--- src/rtl/rs_frame_sequencer.sv ---
`timescale 1ns/1ps
`default_nettype none
// rs_frame_sequencer: streams one RS(15,11) codeword into a serial syndrome unit,
// collects the returned syndromes and presents them on a valid/ready port.
module rs_frame_sequencer #(
  parameter int NSYM    = 15,
  parameter int NSYN    = 4,
  parameter int SYN_LAT = 1
) (
  input  logic              clk,
  input  logic              rst_n,
  input  logic [3:0]        in_symbol,
  input  logic              in_valid,
  output logic              in_ready,
  output logic [3:0]        syn_in_serial,
  output logic [3:0]        syn_control,
  input  logic [3:0]        syn_out_serial,
  output logic [4*NSYN-1:0] syn_data,
  output logic              syn_valid,
  input  logic              syn_ready,
  output logic              err_flag,
  output logic              frame_abort
);

  localparam int KW = (NSYN > 1) ? $clog2(NSYN) : 1;
  localparam int LW = $clog2(SYN_LAT + 1);
  localparam logic [3:0] CTL_ACCUM = 4'hF;
  localparam logic [3:0] CTL_DUMP  = 4'h0;

  typedef enum logic [2:0] {
    IDLE    = 3'd0,
    ACCUM   = 3'd1,
    DUMP    = 3'd2,
    WAIT    = 3'd3,
    COLLECT = 3'd4,
    HOLD    = 3'd5
  } state_t;

  state_t            r_state;
  logic [3:0]        r_scnt;
  logic [KW-1:0]     r_kcnt;
  logic [LW-1:0]     r_lcnt;
  logic              w_accepting;
  logic              w_xfer;
  logic [4*NSYN-1:0] w_syn_next;

  // Gating with rst_n keeps every output at its reset value while reset is held.
  always_comb begin
    w_accepting   = rst_n && (r_state == IDLE || r_state == ACCUM);
    w_xfer        = w_accepting && in_valid;
    in_ready      = w_accepting;
    syn_in_serial = w_xfer ? in_symbol : 4'h0;
    syn_control   = w_xfer ? CTL_ACCUM : CTL_DUMP;
    frame_abort   = rst_n && (r_state == ACCUM) && !in_valid;
    w_syn_next    = syn_data;
    w_syn_next[{r_kcnt, 2'b00} +: 4] = syn_out_serial;
  end

  always_ff @(posedge clk or negedge rst_n) begin
    if (!rst_n) begin
      r_state   <= IDLE;
      r_scnt    <= '0;
      r_kcnt    <= '0;
      r_lcnt    <= '0;
      syn_data  <= '0;
      syn_valid <= 1'b0;
      err_flag  <= 1'b0;
    end else begin
      case (r_state)
        IDLE: begin
          if (in_valid) begin
            r_state <= ACCUM;
            r_scnt  <= 4'd1;
          end
        end
        ACCUM: begin
          if (!in_valid) begin
            r_state <= IDLE;
            r_scnt  <= '0;
          end else if (r_scnt == 4'(NSYM - 1)) begin
            r_state  <= DUMP;
            r_scnt   <= '0;
            syn_data <= '0;
            err_flag <= 1'b0;
          end else begin
            r_scnt <= r_scnt + 4'd1;
          end
        end
        DUMP: begin
          r_kcnt  <= '0;
          r_lcnt  <= LW'(SYN_LAT - 1);
          r_state <= (SYN_LAT > 1) ? WAIT : COLLECT;
        end
        WAIT: begin
          r_lcnt <= r_lcnt - LW'(1);
          if (r_lcnt == LW'(1)) begin
            r_state <= COLLECT;
          end
        end
        COLLECT: begin
          syn_data <= w_syn_next;
          r_kcnt   <= r_kcnt + KW'(1);
          if (r_kcnt == KW'(NSYN - 1)) begin
            r_state   <= HOLD;
            syn_valid <= 1'b1;
            err_flag  <= |w_syn_next;
          end
        end
        HOLD: begin
          if (syn_ready) begin
            syn_valid <= 1'b0;
            r_state   <= IDLE;
          end
        end
        default: r_state <= IDLE;
      endcase
    end
  end

endmodule
`default_nettype wire
--- config.mk ---
export PLATFORM = sky130hd
export DESIGN_NAME = rs_frame_sequencer
export DESIGN_NICKNAME = d
export VERILOG_FILES = /design/src/rtl/rs_frame_sequencer.sv
export SDC_FILE = /design/constraint.sdc
export NUM_CORES = 1
export LEC_CHECK = 0
export BUFFER_PORTS_ARGS = -buffer_cell sky130_fd_sc_hd__clkbuf_2
export CELL_PAD_IN_SITES_DETAIL_PLACEMENT = 0
export CELL_PAD_IN_SITES_GLOBAL_PLACEMENT = 2
export CORE_MARGIN = 2
export CORE_UTILIZATION = 30
export CTS_BUF_LIST = sky130_fd_sc_hd__clkbuf_8
export DETAILED_ROUTE_END_ITERATION = 12
export GPL_TIMING_DRIVEN = 0
export PLACE_DENSITY_LB_ADDON = 0.1
export SYNTH_ARGS = -nofsm -noshare
export SYNTH_HDL_FRONTEND = slang
export SYNTH_SLANG_ARGS = --single-unit
--- constraint.sdc ---
create_clock -name clk -period 1.55 [get_ports clk]
set_input_delay 0.31 -clock clk [delete_from_list [all_inputs] [get_ports clk]]
set_output_delay 0.31 -clock clk [all_outputs]
set_load 0.05 [all_outputs]
==> results.cfg, run 1 <==
[routing]
drcViolationCount = 0
wl_per_cell_um = 15.94
vias = 1424
via_per_inst = 5.122
dr.pass1.iters = 4
routed_wl_um = 4430
drtIter0Drc = 77
ant_nets = 0

[die]
dieArea_sq_um = 5684
core_area_sq_um = 4817
ios = 40
num_rows = 25
die_w_um = 75.39
initial_core_util_pct = 31.74
die_h_um = 75.39

[cells_and_area]
final_area_sq_um = 2406
layout_common_cells = clkbuf_2, dfrtp_1, buf_4
diodes = 0
area_delta_synth_final_pct = 57.37
multi_input_area_sq_um = 935.9
utilization_pct = 49.95
final_nets = 233
drive_gt1_share_pct = 48.82
fill_cells = 453
ff_latch_area_sq_um = 706.9
final_common_cell = clkbuf_2

[yosys]
synth_warnings = 0
synthTopCellsByArea = dfrtp_1, a22o_1, ha_1
synthesis.instances = 148
synth_top_cell_by_area = dfrtp_1
synth_xor_area_share_pct = 0
synth-compound-area-share_pct = 20.87
syn_nets = 168
yosys.area_share.simple_pct = 21.69
yosysTopAreaCellShare_pct = 45.83
synth_top_family_by_area = simple AND/OR/NAND/NOR gates
synth_mux_area_share_pct = 1.391
ys_seq_area_share_pct = 45.83
synth_area_sq_um = 1529
yosysUniqueCellTypes = 35
synthAdderAreaFrac_pct = 6.547
ys_ff_latch = 28
avgSynthCellArea_sq_um = 10.33

[power]
ir_drop_mv = 0.4748
leakage_nw = 1.095
p_per_area_nw_per_um2 = 921.2

[worst_setup_path]
cp.required_ns = 1.24
r2r-end = syn_data[9]
path_max_fanout = 8
worstSetupStartpointType = flip-flop
worstRegToRegCells = 7
critical_path_class = flip-flop to primary output
crit_start = r_state[2]
setup.worst_path.end = syn_in_serial[0]
reg2reg_from = r_scnt[0]
cp-end-kind = primary output
r2r_setup_slack_ns = 0.03
arrival_ns = 1.43

[run]
cap_violations = 0

[timing]
fmax_ghz = 0.5733
hold_viol = 0
relSlewSlack_pct = 37.17
rsz0062_at_grt = true
fin_crit_sh_pct = 112.5
worstMarginPinSlew_ns = 0.9425
setup_violations = 9
setup_ws_ns = -0.1943
finalCriticalPeriod_ns = 1.744
fin_tns_setup_ns = -1.424
skew_ns = 0.01043
slew_viol_final = 0

[outcome]
violations = setup timing
status = finished with violations

[placed_design]
routabilityCongestion = 0.7654
place_area_sq_um = 1832
numPortBuffers = 39
hpwlAfterDp_um = 2954

[cts]
clk_latency_ns = 0.27
cts_buffer_depth = 2
clock-sinks = 28
cts_tree = yes
cts_made_buffers = 3
htreeDepth = 1
clkTransAtPathRegs_ns = 0.09
root_buffer = clkbuf_8

[global_route]
grt_max_degree = 20
grt_overflow = 0
grt_pass1_wl_um = 6900
antenna_found_initial = 0
track_usage_pct = 16.23
first_global_vias = 1441

[worst_hold_path]
hp-class = input pin to flip-flop
## cells in the mapped netlist
| library cell | count |
|---|---|
| nand3b_1 | 3 |
| nor3_1 | 2 |
| nor2_1 | 8 |
| nand2b_1 | 1 |
| or3_1 | 1 |
| and2_1 | 5 |
| nand3_4 | 1 |
| mux2i_1 | 1 |
| ha_1 | 8 |
| o211ai_1 | 2 |
| mux2_2 | 1 |
| nor4_1 | 5 |
| dfrtp_1 | 28 |
| nor4_4 | 1 |
| o22ai_1 | 1 |
| buf_4 | 4 |
| a22o_1 | 16 |
| inv_1 | 4 |
| nand3_1 | 3 |
| a32oi_1 | 1 |
| o21ai_0 | 11 |
| nor2b_1 | 3 |
| a31oi_1 | 1 |
| a22oi_1 | 2 |
| o41ai_1 | 1 |
| and3b_1 | 1 |
| a21oi_1 | 9 |
| or4_1 | 1 |
| a32o_1 | 1 |
| nand4_1 | 1 |
| and3_1 | 2 |
| nand2_1 | 13 |
| clkbuf_1 | 3 |
| nor3b_4 | 2 |
| a31o_2 | 1 |
## cell families after synthesis
kind of cell / Yosys count
buf+inv: 11
mux: 2
flops: 28
fa+ha+maj: 8
simple gates: 53
compound gates: 46
## cell type report
cell class	count	area share, %
tap	67	3.484
timing repair buffer	61	23.82
sequential	28	29.38
clock buffer	3	1.716
inverter	4	0.7280
buffer	6	1.976
multi-input combinational	109	38.90
## how the worst min path moves through the flow
stage	from	to	slack [ns]	cells past startpoint
after global routing	syn_ready	syn_valid	0.35	4
after CTS	syn_ready	syn_valid	0.32	4
final	syn_ready	syn_valid	0.33	4
after detailed placement	rst_n	syn_data[15]	0.42	1
after global placement	rst_n	syn_data[14]	0.41	1
after floorplan	rst_n	err_flag	0.01	0
## report_power, final
| group | internal, mW | switching (mW) | total, mW |
|---|---|---|---|
| registers | 0.794 | 0.0671 | 0.861 |
| clock network | 0.175 | 0.230 | 0.405 |
| logic | 0.394 | 0.556 | 0.951 |
## flip-flops by register name, indices dropped and copies added (netlist names)
signal     cells
syn_data      16
r_scnt         4
r_state        3
r_kcnt         2
err_flag       1
r_lcnt         1
syn_valid      1
## per-stage QoR
stage / instances / total power, mW / hold WS [ns] / setup WS [ns]
after detailed placement: 254 / 1.557 / 0.4197 / -0.5588
after floorplan: 148 / 1.369 / 0.01441 / -0.003807
after global routing: 278 / 2.353 / 0.3488 / -0.2521
final: 278 / 2.216 / 0.3282 / -0.1943
after CTS: 273 / 2.136 / 0.3180 / -0.1792
after global placement: 254 / 1.541 / 0.4098 / -0.5139
## repair_timing
action,4_1_cts,5_1_grt
gates resized for setup,62,15
setup buffers,16,7
pin swaps,20,12
endpoints found under the setup margin,28,36
hold buffers,2,0
endpoints found under the hold margin,9,0
## metal layers
metal | share of wire, % | vias up | wire, um | track usage, %
li1 | - | 676 | - | -
met1 | 41 | 720 | 1802 | 17.65
met2 | 57 | 26 | 2509 | 32.85
met5 | 0 | - | 0 | 0
met4 | 0.50 | 0 | 22 | 4.094
met3 | 2.1 | 2 | 95 | 1.720
## critical path, stage by stage (launching register included)
cell and delay (ns):
dfrtp_2 0.44, nor2_4 0.15, and3_4 0.25, and2_4 0.17
clkbuf_16 0.16
(Power assumes the default switching activity.)
==> inputs of run 2 (changes only) <==
--- a/config.mk
+++ b/config.mk
@@ -9,11 +9,12 @@
 export CELL_PAD_IN_SITES_DETAIL_PLACEMENT = 0
 export CELL_PAD_IN_SITES_GLOBAL_PLACEMENT = 2
 export CORE_MARGIN = 2
-export CORE_UTILIZATION = 30
+export CORE_UTILIZATION = 33
 export CTS_BUF_LIST = sky130_fd_sc_hd__clkbuf_8
 export DETAILED_ROUTE_END_ITERATION = 12
 export GPL_TIMING_DRIVEN = 0
 export PLACE_DENSITY_LB_ADDON = 0.1
+export REMOVE_ABC_BUFFERS = 1
 export SYNTH_ARGS = -nofsm -noshare
 export SYNTH_HDL_FRONTEND = slang
 export SYNTH_SLANG_ARGS = --single-unit
==> constraint.sdc (replaced) <==
create_clock -name clk -period 1.9 [get_ports clk]
set_input_delay 0.38 -clock clk [delete_from_list [all_inputs] [get_ports clk]]
set_output_delay 0.38 -clock clk [all_outputs]
set_load 0.05 [all_outputs]
==> run 2 against run 1 <==
  * The flow now finishes without violations
  * Critical endpoint is now syn_in_serial[3]
  * First-iteration DRC count decreased by 36%
  * Setup slack gained 0.28 ns
  * Sequential share of layout area up 8.3 points
  * Clock power down 7.2%
  * Wire length fell by 14%
==> results.cfg, run 2 (synthesis gave the netlist of run 1 again) <==
[outcome]
status = completed

[worst_setup_path]
worstRegToRegCells = 6
arrival_ns = 1.43
path_max_fanout = 8
timing.critical_path.buf_inv = 1
critical_path_class = flip-flop to primary output
cp.required_ns = 1.52
critical_path.top_delay_family = simple AND/OR/NAND/NOR gates
cp-end-kind = primary output
reg2reg_from = r_kcnt[0]
cpMaxStageDelayCell = dfrtp_2
r2r_setup_slack_ns = 0.13
r2r-end = err_flag
worstSetupStartpointType = flip-flop
cp_cell_sequence = nor2_4 -> and3_4 -> and2_1 -> clkbuf_4
critical_path.max_stage_delay_ns = 0.44

[routing]
dr.pass1.iters = 4
ant_nets = 0
routed_wl_um = 3809
drtIter0Drc = 49
drcViolationCount = 0
vias = 1324
wl_per_cell_um = 15.80
via_per_inst = 5.494

[cts]
root_buffer = clkbuf_8
cts_made_buffers = 3
clock-sinks = 28
clk_latency_ns = 0.27
htreeDepth = 1
clkTransAtPathRegs_ns = 0.10
hold_buffers = 0
cts_buffer_depth = 2
cts_tree = yes

[timing]
skew_ns = 0.001024
fin_crit_sh_pct = 95.26
worstMarginPinSlew_ns = 0.4216
whs_ns = 0.01735
relSlewSlack_pct = 71.86
fmax_ghz = 0.5525
slew_viol_final = 0
finalCriticalPeriod_ns = 1.810
setup_ws_ns = 0.09006
rsz0062_at_grt = false
setup_violations = 0
hold_viol = 0

[placed_design]
routabilityCongestion = 0.7955
numPortBuffers = 39
hpwlAfterDp_um = 2762
dp_slack_ns = -0.3210

[global_route]
first_global_vias = 1353
grt_max_degree = 31
antenna_found_initial = 0
grt_pass1_wl_um = 6210
grt_overflow = 0
track_usage_pct = 15.41

[power]
ir_drop_mv = 0.2720
leakage_nw = 0.8965
p_per_area_nw_per_um2 = 853.3

[die]
die_h_um = 72.07
die_w_um = 72.07
num_rows = 24
core_area_sq_um = 4414
ios = 40
dieArea_sq_um = 5193
initial_core_util_pct = 34.64

[run]
cap_violations = 0

[cells_and_area]
largest_register = syn_data
fill_cells = 444
diodes = 0
drive_gt1_share_pct = 32.80
layout_common_cells = clkbuf_2, dfrtp_1, a22o_1
final_nets = 210
largest_reg_flops = 16
final_common_cell = clkbuf_2
reg_top3 = syn_data x16, r_scnt x4, r_state x3
area_delta_synth_final_pct = 22.75

[worst_hold_path]
hp-class = input pin to async pin
## run 2: cell count changes in the layout (fill, tap and decap cells not counted), sizes merged
cell,before,now
buf,25,6
clkbuf,43,42
dlygate4sd3,1,0
dlymetal6s4s,1,0
## run 2: worst max path at each step
stage | from | to | slack (ns) | cells after the start
floorplan | r_state[1] | syn_in_serial[0] | -1.43 | 3
global placement | rst_n | syn_in_serial[1] | -0.26 | 4
detailed placement | rst_n | syn_in_serial[3] | -0.32 | 4
CTS | r_kcnt[0] | syn_data[12] | 0.01 | 6
global route | r_kcnt[0] | err_flag | 0.001 | 6
finish | r_state[1] | syn_in_serial[3] | 0.09 | 4
## run 2: cell type report
type	count	area [sq um]	share of cell area (%)
clock buffer	4	55.05	2.933
tap	52	65.06	3.467
multi-input combinational	109	789.5	42.07
timing repair buffer	44	245.2	13.07
inverter	4	15.01	0.8000
sequential	28	706.9	37.67
## run 2: repair_timing
item | in CTS | in global routing
pin swaps | 2 | 1
buffers inserted | 5 | 0
setup endpoints to repair | 22 | 21
gates resized for setup | 11 | 5
## run 2: report_power, final
group | switching (mW) | internal (mW) | total, mW
registers | 0.0766 | 0.647 | 0.723
logic | 0.337 | 0.165 | 0.502
clock network | 0.191 | 0.186 | 0.376
## run 2: metal layers
layer  global-route usage [%]  wire (um)  vias to the layer above  part of all wire, %
met5                        0          0                        -                    0
met4                    8.805        125                        0                  3.3
met3                    2.639        155                       15                  4.1
met2                    27.52       1958                       33                   51
met1                    17.15       1571                      645                   41
li1                         -          -                      631                    -
## run 2: metrics by stage
stage               utilization [%]  setup TNS (ns)  total power, mW  cells  instance area [sq um]
floorplan                         -          -9.395            1.089    141                   1488
global placement              39.60          -1.777            1.221    232                   1748
detailed placement            39.60          -2.512            1.231    232                   1748
CTS                           42.32               0            1.619    241                   1868
global route                  42.52               0            1.704    241                   1877
finish                        42.52               0            1.601    241                   1877
==> inputs of run 3 (changes only) <==
--- a/config.mk
+++ b/config.mk
@@ -5,11 +5,11 @@
 export SDC_FILE = /design/constraint.sdc
 export NUM_CORES = 1
 export LEC_CHECK = 0
-export BUFFER_PORTS_ARGS = -buffer_cell sky130_fd_sc_hd__clkbuf_2
+export BUFFER_PORTS_ARGS = -buffer_cell sky130_fd_sc_hd__buf_2
 export CELL_PAD_IN_SITES_DETAIL_PLACEMENT = 0
 export CELL_PAD_IN_SITES_GLOBAL_PLACEMENT = 2
 export CORE_MARGIN = 2
-export CORE_UTILIZATION = 33
+export CORE_UTILIZATION = 36
 export CTS_BUF_LIST = sky130_fd_sc_hd__clkbuf_8
 export DETAILED_ROUTE_END_ITERATION = 12
 export GPL_TIMING_DRIVEN = 0
==> constraint.sdc (replaced) <==
create_clock -name clk -period 2.3 [get_ports clk]
set_input_delay 0.46 -clock clk [delete_from_list [all_inputs] [get_ports clk]]
set_output_delay 0.46 -clock clk [all_outputs]
set_load 0.05 [all_outputs]
==> run 3 against run 2 <==
  * Global-route usage grew 0.13 points
  * Clock-buffer cell count is the same
  * Setup slack gained 0.040 ns
  * Register-to-register slack improved by 0.25 ns
  * Design area down 3.5%
  * Clock skew grew 0.0051 ns
  * First-iteration DRC count increased by 22%
  * Sequential share of layout area grew 1.1 points
  * Highest routed layer unchanged
==> results.cfg, run 3 (synthesis gave the netlist of run 1 again) <==
[outcome]
status = completed

[timing]
slew_viol_final = 0
finalCriticalPeriod_ns = 2.170
relSlewSlack_pct = 63.60
whs_ns = 0.1390
setup_violations = 0
hold_viol = 0
rsz0062_at_grt = false
skew_ns = 0.006116
fin_crit_sh_pct = 94.34
fmax_ghz = 0.4609
worstMarginPinSlew_ns = 0.5460

[worst_setup_path]
cp-end-kind = primary output
cp.required_ns = 1.84
path_max_fanout = 14
reg2reg_from = r_kcnt[0]
worstSetupStartpointType = flip-flop
r2r_setup_slack_ns = 0.38
arrival_ns = 1.71
critical_path_class = flip-flop to primary output
crit_start = r_state[1]

[cells_and_area]
layout_common_cells = buf_2, dfrtp_1, a22o_1
final_nets = 205
final_area_sq_um = 1812
drive_gt1_share_pct = 27.72
utilization_pct = 44.65
diodes = 0
largest_reg_flops = 16
largest_register = syn_data
reg_top3 = syn_data x16, r_scnt x4, r_state x3
area_delta_synth_final_pct = 18.49
final_common_cell = buf_2

[routing]
dr.pass1.iters = 4
routed_wl_um = 3684
vias = 1286
drcViolationCount = 0
via_per_inst = 5.496
drtIter0Drc = 60
wl_per_cell_um = 15.74
ant_nets = 0

[die]
die_h_um = 69.17
die_w_um = 69.17
num_rows = 23
initial_core_util_pct = 37.68
dieArea_sq_um = 4784
ios = 40
core_area_sq_um = 4058

[cts]
cts_buffer_depth = 2
hold_buffers = 0
cts_tree = yes
root_buffer = clkbuf_8
htreeDepth = 1
cts_setup_buffers = 0
clkTransAtPathRegs_ns = 0.10
clk_latency_ns = 0.27
clock-sinks = 28
cts_made_buffers = 3

[placed_design]
routabilityCongestion = 0.8312
numPortBuffers = 39
place_area_sq_um = 1745
hpwlAfterDp_um = 2740

[global_route]
grt_overflow = 0
antenna_found_initial = 0
grt_pass1_wl_um = 6141
track_usage_pct = 15.53
grt_max_degree = 31
first_global_vias = 1267

[worst_hold_path]
hp-class = input pin to async pin

[power]
p_per_area_nw_per_um2 = 724.0
p_total_mw = 1.312
leakage_nw = 0.8877
ir_drop_mv = 0.2327

[run]
cap_violations = 0
[run 3: cell types whose count changed in the layout (fill, tap and decap cells not counted), sizes merged]
cell,previous run,this run
clkbuf,42,5
buf,6,38
[run 3: critical path, cell delays in order (launching register included)]
cell,delay (ns)
dfrtp_2,0.54
nor2_4,0.21
and3_1,0.27
and2_1,0.14
buf_2,0.26
[run 3: where the power goes]
part	leakage, nW	switching [mW]	total, mW	internal (mW)
clock network	0.0288	0.152	0.305	0.153
registers	0.368	0.0609	0.593	0.532
logic	0.491	0.279	0.414	0.135
total	0.888	0.492	1.31	0.820
[run 3: through the flow]
stage                     TNS (ns)  instances  setup WS (ns)
final                            0        234         0.1302
after global routing             0        234        0.02178
after CTS                        0        234       0.005874
after detailed placement         0        230        0.03967
after global placement           0        230        0.07258
after floorplan             -6.515        141         -1.112
[run 3: metal layers]
metal / track usage (%) / part of all wire [%]
met5: 0 / 0
met4: 4.575 / 0.84
met3: 2.616 / 3.0
met1: 19.11 / 43
met2: 27.78 / 53
[run 3: cell type report]
class / count / area (sq um)
well taps: 50 / 62.56
clock buffers: 4 / 55.05
multi-input cells: 109 / 779.5
repair buffers: 39 / 197.7
flip-flops and latches: 28 / 701.9
fillers: 397 / 2246
inverters: 4 / 15.01
[run 3: path summary, 6_finish.rpt]
| kind | endpoint | cells past startpoint |
|---|---|---|
| setup / recovery | syn_in_serial[3] | 4 |
| hold / removal | syn_data[14] | 1 |
| setup reg to reg | err_flag | 6 |
| hold reg to reg | r_lcnt | 1 |
| max in group asynchronous | r_state[1] | 1 |
| min in group clk | syn_valid | 4 |
[run 3: timing repair]
item	CTS	global route
pin swaps	0	0
endpoints found under the setup margin	9	4
resized for setup	2	2
